[config.mk]
export PLATFORM = sky130hd
export DESIGN_NAME = s_acq_seq
export DESIGN_NICKNAME = d
export VERILOG_FILES = /design/src/rtl/s_acq_seq.sv
export SDC_FILE = /design/constraint.sdc
export NUM_CORES = 1
export LEC_CHECK = 0
export CELL_PAD_IN_SITES_DETAIL_PLACEMENT = 1
export CELL_PAD_IN_SITES_GLOBAL_PLACEMENT = 2
export CORE_MARGIN = 5
export CORE_UTILIZATION = 32
export CTS_CLUSTER_DIAMETER = 60
export DETAILED_ROUTE_END_ITERATION = 8
export GPL_ROUTABILITY_DRIVEN = 0
export GPL_TIMING_DRIVEN = 0
export PLACE_DENSITY_LB_ADDON = 0.2
export SLEW_MARGIN = 20
export SYNTH_ARGS = -nofsm -noshare
export SYNTH_HDL_FRONTEND = slang
export SYNTH_SLANG_ARGS = --single-unit
[constraint.sdc]
create_clock -name clk_sys -period 2.4 [get_ports clk_sys]
set_clock_uncertainty 0.1 [all_clocks]
set_input_delay 0.48 -clock clk_sys [delete_from_list [all_inputs] [get_ports clk_sys]]
set_output_delay 0.48 -clock clk_sys [all_outputs]
set_load 0.005 [all_outputs]
[src/rtl/s_acq_seq.sv]
// Echo acquisition sequencer: strips leading ADC samples, then writes a fixed number to the sample buffer.
// Optional ACQ_CLIP_EN adds clip_cnt, a saturating count of captured full-scale (0 or all-ones) samples.
module s_acq_seq #(
    parameter int DATA_W = 12,
    parameter int ADDR_W = 12
) (
    input  logic              clk_sys,
    input  logic              rst_n,
    input  logic              s_load,
    input  logic              s_rst,
    input  logic [15:0]       s_acqnum,
    input  logic [11:0]       s_stripnum,
    input  logic              echo_start,
    input  logic              adc_valid,
    input  logic [DATA_W-1:0] adc_data,
    output logic              wr_en,
    output logic [ADDR_W-1:0] wr_addr,
    output logic [DATA_W-1:0] wr_data,
    output logic              busy,
    output logic              done,
    output logic              armed
`ifdef ACQ_CLIP_EN
    ,
    output logic [15:0]       clip_cnt
`endif
);

    typedef enum logic [2:0] {IDLE, ARMED, STRIP, ACQ, DONE} state_t;

    state_t            state_reg, state_next;
    logic [15:0]       acq_reg;
    logic [11:0]       strip_reg;
    logic [11:0]       strip_cnt_reg;
    logic [15:0]       cap_cnt_reg;
    logic [ADDR_W-1:0] addr_cnt_reg;

    logic load_en;
    logic start_en;
    logic strip_step;
    logic cap_step;
    logic enter_done;

    always_ff @(posedge clk_sys) begin
        if (!rst_n) begin
            state_reg <= IDLE;
        end else begin
            state_reg <= state_next;
        end
    end

    // s_rst overrides everything; the case below only runs when it is low.
    always_comb begin
        state_next = state_reg;
        load_en    = 1'b0;
        start_en   = 1'b0;
        strip_step = 1'b0;
        cap_step   = 1'b0;
        enter_done = 1'b0;
        if (s_rst) begin
            state_next = IDLE;
        end else begin
            case (state_reg)
                IDLE, DONE: begin
                    if (s_load) begin
                        load_en    = 1'b1;
                        state_next = ARMED;
                    end
                end
                ARMED: begin
                    if (s_load) begin
                        load_en = 1'b1;
                    end else if (echo_start) begin
                        start_en = 1'b1;
                        if (acq_reg == 16'd0) begin
                            state_next = DONE;
                            enter_done = 1'b1;
                        end else if (strip_reg != 12'd0) begin
                            state_next = STRIP;
                        end else begin
                            state_next = ACQ;
                        end
                    end
                end
                STRIP: begin
                    if (adc_valid) begin
                        strip_step = 1'b1;
                        if (strip_cnt_reg + 12'd1 == strip_reg) begin
                            state_next = ACQ;
                        end
                    end
                end
                ACQ: begin
                    if (adc_valid) begin
                        cap_step = 1'b1;
                        if (cap_cnt_reg + 16'd1 == acq_reg) begin
                            state_next = DONE;
                            enter_done = 1'b1;
                        end
                    end
                end
                default: state_next = IDLE;
            endcase
        end
    end

    assign busy  = (state_reg == STRIP) || (state_reg == ACQ);
    assign armed = (state_reg == ARMED);

    always_ff @(posedge clk_sys) begin
        if (!rst_n) begin
            wr_en         <= 1'b0;
            wr_addr       <= '0;
            wr_data       <= '0;
            done          <= 1'b0;
            acq_reg       <= '0;
            strip_reg     <= '0;
            strip_cnt_reg <= '0;
            cap_cnt_reg   <= '0;
            addr_cnt_reg  <= '0;
        end else begin
            wr_en <= cap_step;
            done  <= enter_done;
            if (load_en) begin
                acq_reg   <= s_acqnum;
                strip_reg <= s_stripnum;
            end
            if (s_rst || start_en) begin
                strip_cnt_reg <= '0;
                cap_cnt_reg   <= '0;
                addr_cnt_reg  <= '0;
                wr_addr       <= '0;
            end
            if (strip_step) begin
                strip_cnt_reg <= strip_cnt_reg + 12'd1;
            end
            // wr_addr presents the index of the sample being written; addr_cnt_reg is the next one.
            if (cap_step) begin
                wr_data      <= adc_data;
                wr_addr      <= addr_cnt_reg;
                addr_cnt_reg <= addr_cnt_reg + 1'b1;
                cap_cnt_reg  <= cap_cnt_reg + 16'd1;
            end
        end
    end

`ifdef ACQ_CLIP_EN
    always_ff @(posedge clk_sys) begin
        if (!rst_n || s_rst || start_en) begin
            clip_cnt <= '0;
        end else if (cap_step && ((adc_data == '0) || (&adc_data)) && (clip_cnt != 16'hFFFF)) begin
            clip_cnt <= clip_cnt + 16'd1;
        end
    end
`endif

endmodule

After elaboration in Yosys (flattened, before gate mapping)
Cells that the tools add are included.
{"block": "word_totals", "out_inout_bits": 28, "word_cells": 72, "register_bits": 97}
{"block": "op_classes", "muxes": 34, "bitwise_logic": 1, "reduce_logical": 11, "add_sub_neg": 3, "eq_ne": 13}
{"op": "2-to-1 mux 12 bit", "n": 4}
{"op": "2-to-1 mux 16 bit", "n": 2}
{"op": "adder 12 x 1 -> 12 bit (second input constant)", "n": 2}
{"op": "2-to-1 mux 3 bit", "n": 8}
{"op": "2-to-1 mux 1 bit", "n": 18}
{"op": "adder 16 x 1 -> 16 bit (second input constant)", "n": 1}
{"op": "equality test 16 bit", "n": 1}
{"op": "logical NOT 16 bit", "n": 1}
{"op": "!= test 2 bit (second input constant)", "n": 7}
{"op": "equality test 12 bit", "n": 1}
{"op": "case mux 3 bit (4 select lines)", "n": 1}
{"op": "nonzero test 12 bit", "n": 1}
{"op": "AND reduction 7 bit", "n": 1}
{"op": "equality test 3 x 2 -> 1 bit (second input constant)", "n": 2}
{"op": "nonzero test 2 bit", "n": 2}
{"op": "OR reduction 2 bit", "n": 2}
{"op": "equality test 3 x 1 -> 1 bit (second input constant)", "n": 1}
{"op": "equality test 3 bit (second input constant)", "n": 1}
{"op": "logical NOT 3 bit", "n": 1}
{"op": "OR reduction 3 bit", "n": 1}
{"op": "logical OR 1 bit", "n": 2}
{"op": "case mux 1 bit (2 select lines)", "n": 1}
{"op": "NOT 1 bit", "n": 1}

Longest topological paths before layout
{"block": "depth", "depth_word": 7, "mapped_depth": 9, "mapped_depth_nobuf": 8}

Worst setup path before layout
Ideal clock, no wire load.
{"block": "synth_timing", "kind": "flip-flop to flip-flop", "startpoint": "register cap_cnt_reg[0]", "endpoint": "register state_reg[0]", "t_arrival_ns": 1.944, "stages_incl_launch_ff": 10, "required_time_ns": 2.171, "slack_ns": 0.227, "synth_period_minus_slack_ns": 2.173, "setup_time_ns": 0.129, "cell_sequence": "dfxtp_1 ha_1 and3_1 clkbuf_1 and4_1 o22ai_1 nor4_1 nand4_1 o211ai_1 a211oi_1"}
{"block": "synth_via", "elab_chain_cells": 4}
{"element": "start: declaration", "line": "34", "rtl": "logic [15:0] cap_cnt_reg;"}
{"element": "start signal: assignment", "line": "141", "rtl": "cap_cnt_reg <= cap_cnt_reg + 16'd1;"}
{"element": "adder 16 x 1 -> 16 bit", "line": "95", "rtl": "if (cap_cnt_reg + 16'd1 == acq_reg) begin"}
{"element": "equality test 16 bit", "line": "95"}
{"element": "!= test 2 bit (no line)"}
{"element": "AND reduction 7 bit (no line)"}
{"element": "end signal: assignment", "line": "47", "rtl": "state_reg <= state_next;"}
{"element": "end: declaration", "line": "30", "rtl": "state_t state_reg, state_next;"}
Every way passes these cells.
A chain may end at the register's enable or synchronous reset.

Worst setup path in the final report
{"block": "layout_timing", "startpoint": "register state_reg[2]", "endpoint": "output port armed"}
{"block": "layout_via", "elab_chain_cells": 1}
{"element": "equality test 3 x 1 -> 1 bit", "line": "107", "rtl": "assign armed = (state_reg == ARMED);"}
{"element": "end: declaration", "line": "21", "rtl": "output logic armed"}
Every way passes these cells.

==> impl_metrics.env <==
export IMPL_grt_overflow_total=0
export IMPL_nFillCells=1817
export IMPL_period_minus_slack_ns=2.28
export IMPL_intPower_w=0.00262
export IMPL_vias=4682
export IMPL_max_slew_margin=0.401
export IMPL_finalCritPeriodShare=0.950
export IMPL_rsz0062_at_grt="true"
export IMPL_p_clk_frac=0.419
export IMPL_hold_viol=0
export IMPL_pwr_share_seq=0.480
export IMPL_hold_path_cell_count=2
export IMPL_clock_path_buffers=2
export IMPL_die_w_um=134
export IMPL_crit_path_max_fanout=8
export IMPL_avgSynthCellArea_um2=8.04
export IMPL_worst_pin_slew_ns=0.895
export IMPL_p_sw_w=0.000869
export IMPL_grt_use_total=0.174
export IMPL_cp_arrival_ns=1.70
export IMPL_cellPowerDensity_nw_per_um2=552
export IMPL_diodes=0
export IMPL_antenna_found_initial=0
export IMPL_swShare=0.249
export IMPL_portBuffers=72
export IMPL_maxSlewViolCount=0
export IMPL_cp_start_kind="flip-flop"
export IMPL_holdBufCountCts=0
export IMPL_post_dp_cell_area_um2=5860
export IMPL_die_y_um=134
export IMPL_fin_area_um2=6320
export IMPL_dp_hpwl_mm=11.5
export IMPL_path_clk_slew_ns=0.07
export IMPL_viasPerCell=5.27
export IMPL_worst_slack_ns=0.120
export IMPL_syn_to_final_growth_pct=28.8
export IMPL_outcome="finished, final reports clean"
export IMPL_yosys_most_used_dff="dfxtp_1"
export IMPL_combPwrFrac=0.101
export IMPL_firstDrtPassIters=4
export IMPL_r2r_slack_ns=0.14
export IMPL_final_nets=745
export IMPL_synth_enable_flop_cells=0
export IMPL_drc=0
export IMPL_synth_warnings=0
export IMPL_rows=45
export IMPL_worst_r2r_path_depth=7
export IMPL_place_inst=870
export IMPL_ctsRootBufferMaster="clkbuf_16"
export IMPL_worstSetupEndpointType="output pin"
export IMPL_setup_viol=0
export IMPL_ys_ff_latch=97
export IMPL_ant_nets=0
export IMPL_p_leak_nw=2.29
export IMPL_syn_nets=659
export IMPL_grt_pass1_vias=4912
export IMPL_cts_made_buffers=9
export IMPL_fin_cells=889
export IMPL_fmax_mhz=439
export IMPL_ys_seq_area_frac=0.396
export IMPL_clk_latency_ns=0.35
export IMPL_grt_max_degree=17
export IMPL_cts_sinks=97
export IMPL_grt_pass1_wl_mm=25.3
export IMPL_cap_violations=0
export IMPL_routed_wl_mm=15.3
export IMPL_dp_slack_ns=-0.721
export IMPL_synthArstFlopShare=0
export IMPL_initial_core_util=0.324
export IMPL_routedWlPerCell_um=17.2
export IMPL_peakVddDrop_mv=0.330
export IMPL_cts_tree="yes"
export IMPL_cp_required_ns=1.82
export IMPL_synthCells=610
export IMPL_synth_cell_type_count=56
export IMPL_synth_area_um2=4900
export IMPL_htree_levels=3
export IMPL_core_area_um2=15100
export IMPL_critPathKind="flip-flop to output pin"
export IMPL_drt_initial_drc_count=177
export IMPL_hold_class="flip-flop to flip-flop"
export IMPL_setup_tns_ns=0
export IMPL_io_pin_count=74
export IMPL_die_area_um2=17900
export IMPL_drive_gt1_frac=0.101
Yosys cell counts (5+ instances only):
library cell    n  area, um^2
inv_1           5        18.8
nor4_1          8        50.1
nor2b_1        11        68.8
o21ai_0        51         255
nor3_1         11        55.1
a21oi_1        19        95.1
o31ai_1         7        52.6
and3_1         11        68.8
clkbuf_1       27         101
xor2_1         14         123
and4_1          7        61.3
buf_2           9        45.0
nand2_1       112         420
a22o_1         14         123
dfxtp_1        97        1940
nor2_1         39         146
a21boi_0       44         330
and2_1         11        68.8
a31oi_1         5        31.3
nand3_1        19        95.1
nand4_1        13        81.3
xnor2_1        28         245
path summary, 6_finish.rpt:
| path | startpoint | to |
|---|---|---|
| max | state_reg[2]$_SDFFE_PP0P_ | armed |
| min | wr_data[0]$_SDFFE_PN0P_ | wr_data[0]$_SDFFE_PN0P_ |
| max reg2reg | strip_cnt_reg[6]$_SDFFE_PN0P_ | state_reg[0]$_SDFFE_PP0P_ |
| min reg2reg | wr_data[0]$_SDFFE_PN0P_ | wr_data[0]$_SDFFE_PN0P_ |
layout make-up:
class,count,area [um^2],area share
Buffer,37,171,0.0271
Clock buffer,10,229,0.0362
Clock inverter,6,68.8,0.0109
Inverter,5,18.8,0.00297
Multi-Input combinational cell,469,2880,0.456
Sequential cell,97,1960,0.310
Tap cell,188,235,0.0372
Timing Repair Buffer,77,757,0.120
repair_timing:
action                                  CTS  global route
endpoints found under the setup margin   37            43
cloned                                    0             0
pin swaps                                 1             7
setup buffers                             1             4
resized for setup                        17            35
power by group through the flow:
| stage | Sequential [W] | Combinational, W | Clock, W |
|---|---|---|---|
| 2_1_floorplan | 0.00170 | 0.000191 | 0 |
| 3_3_place_gp | 0.00171 | 0.000333 | 0 |
| 3_5_place_dp | 0.00171 | 0.000341 | 0 |
| 4_1_cts | 0.00167 | 0.000350 | 0.00151 |
| 5_1_grt | 0.00168 | 0.000389 | 0.00157 |
| 6_report | 0.00167 | 0.000351 | 0.00146 |
critical path: stages, from the launching register on:
cell and delay [ns]:
dfxtp_1 0.39, nand2b_1 0.24, nor2_1 0.19, clkdlybuf4s50_1 0.54
layer usage:
layer	part of all wire	GRT usage	vias to the layer above
li1	-	-	2318
met1	0.45	0.215	2272
met2	0.50	0.302	71
met3	0.030	0.0375	21
met4	0.020	0.0537	0
met5	0	0	-
stage by stage:
step	utilization	hold slack, ns	power, W
2_1_floorplan	-	0.359	0.00189
3_3_place_gp	0.387	0.352	0.00204
3_5_place_dp	0.387	0.360	0.00205
4_1_cts	0.410	0.370	0.00353
5_1_grt	0.417	0.395	0.00364
6_report	0.417	0.369	0.00349
placed cells by master, fill, tap and decap left out, types with 6 or more instances in the layout:
cell type	instances
buf_2	7
clkbuf_16	9
nand2_1	112
buf_4	6
clkbuf_2	10
nor2b_1	11
o31ai_1	6
nand4_1	13
a21oi_1	18
a21boi_0	44
nor4_1	7
dfxtp_2	8
o21ai_0	50
clkdlybuf4s50_1	71
and3_1	10
dfxtp_1	88
xnor2_1	28
nor2_1	37
and2_1	11
xor2_1	14
clkbuf_1	17
a22o_1	14
nor3_1	8
and4_1	7
nand3_1	17
cell families (layout without fill, tap and decap cells):
group | count (synthesis) | after routing | share of synthesized area
simple gates | 260 | 260 | 0.262
compound gates | 163 | 163 | 0.221
buf+inv | 44 | 135 | 0.0367
mux | 1 | 1 | 0.00204
fa+ha+maj | 3 | 3 | 0.00765
flops | 97 | 97 | 0.396
xor+xnor | 42 | 42 | 0.0750
Note: power is estimated with default switching activity, not from simulation.
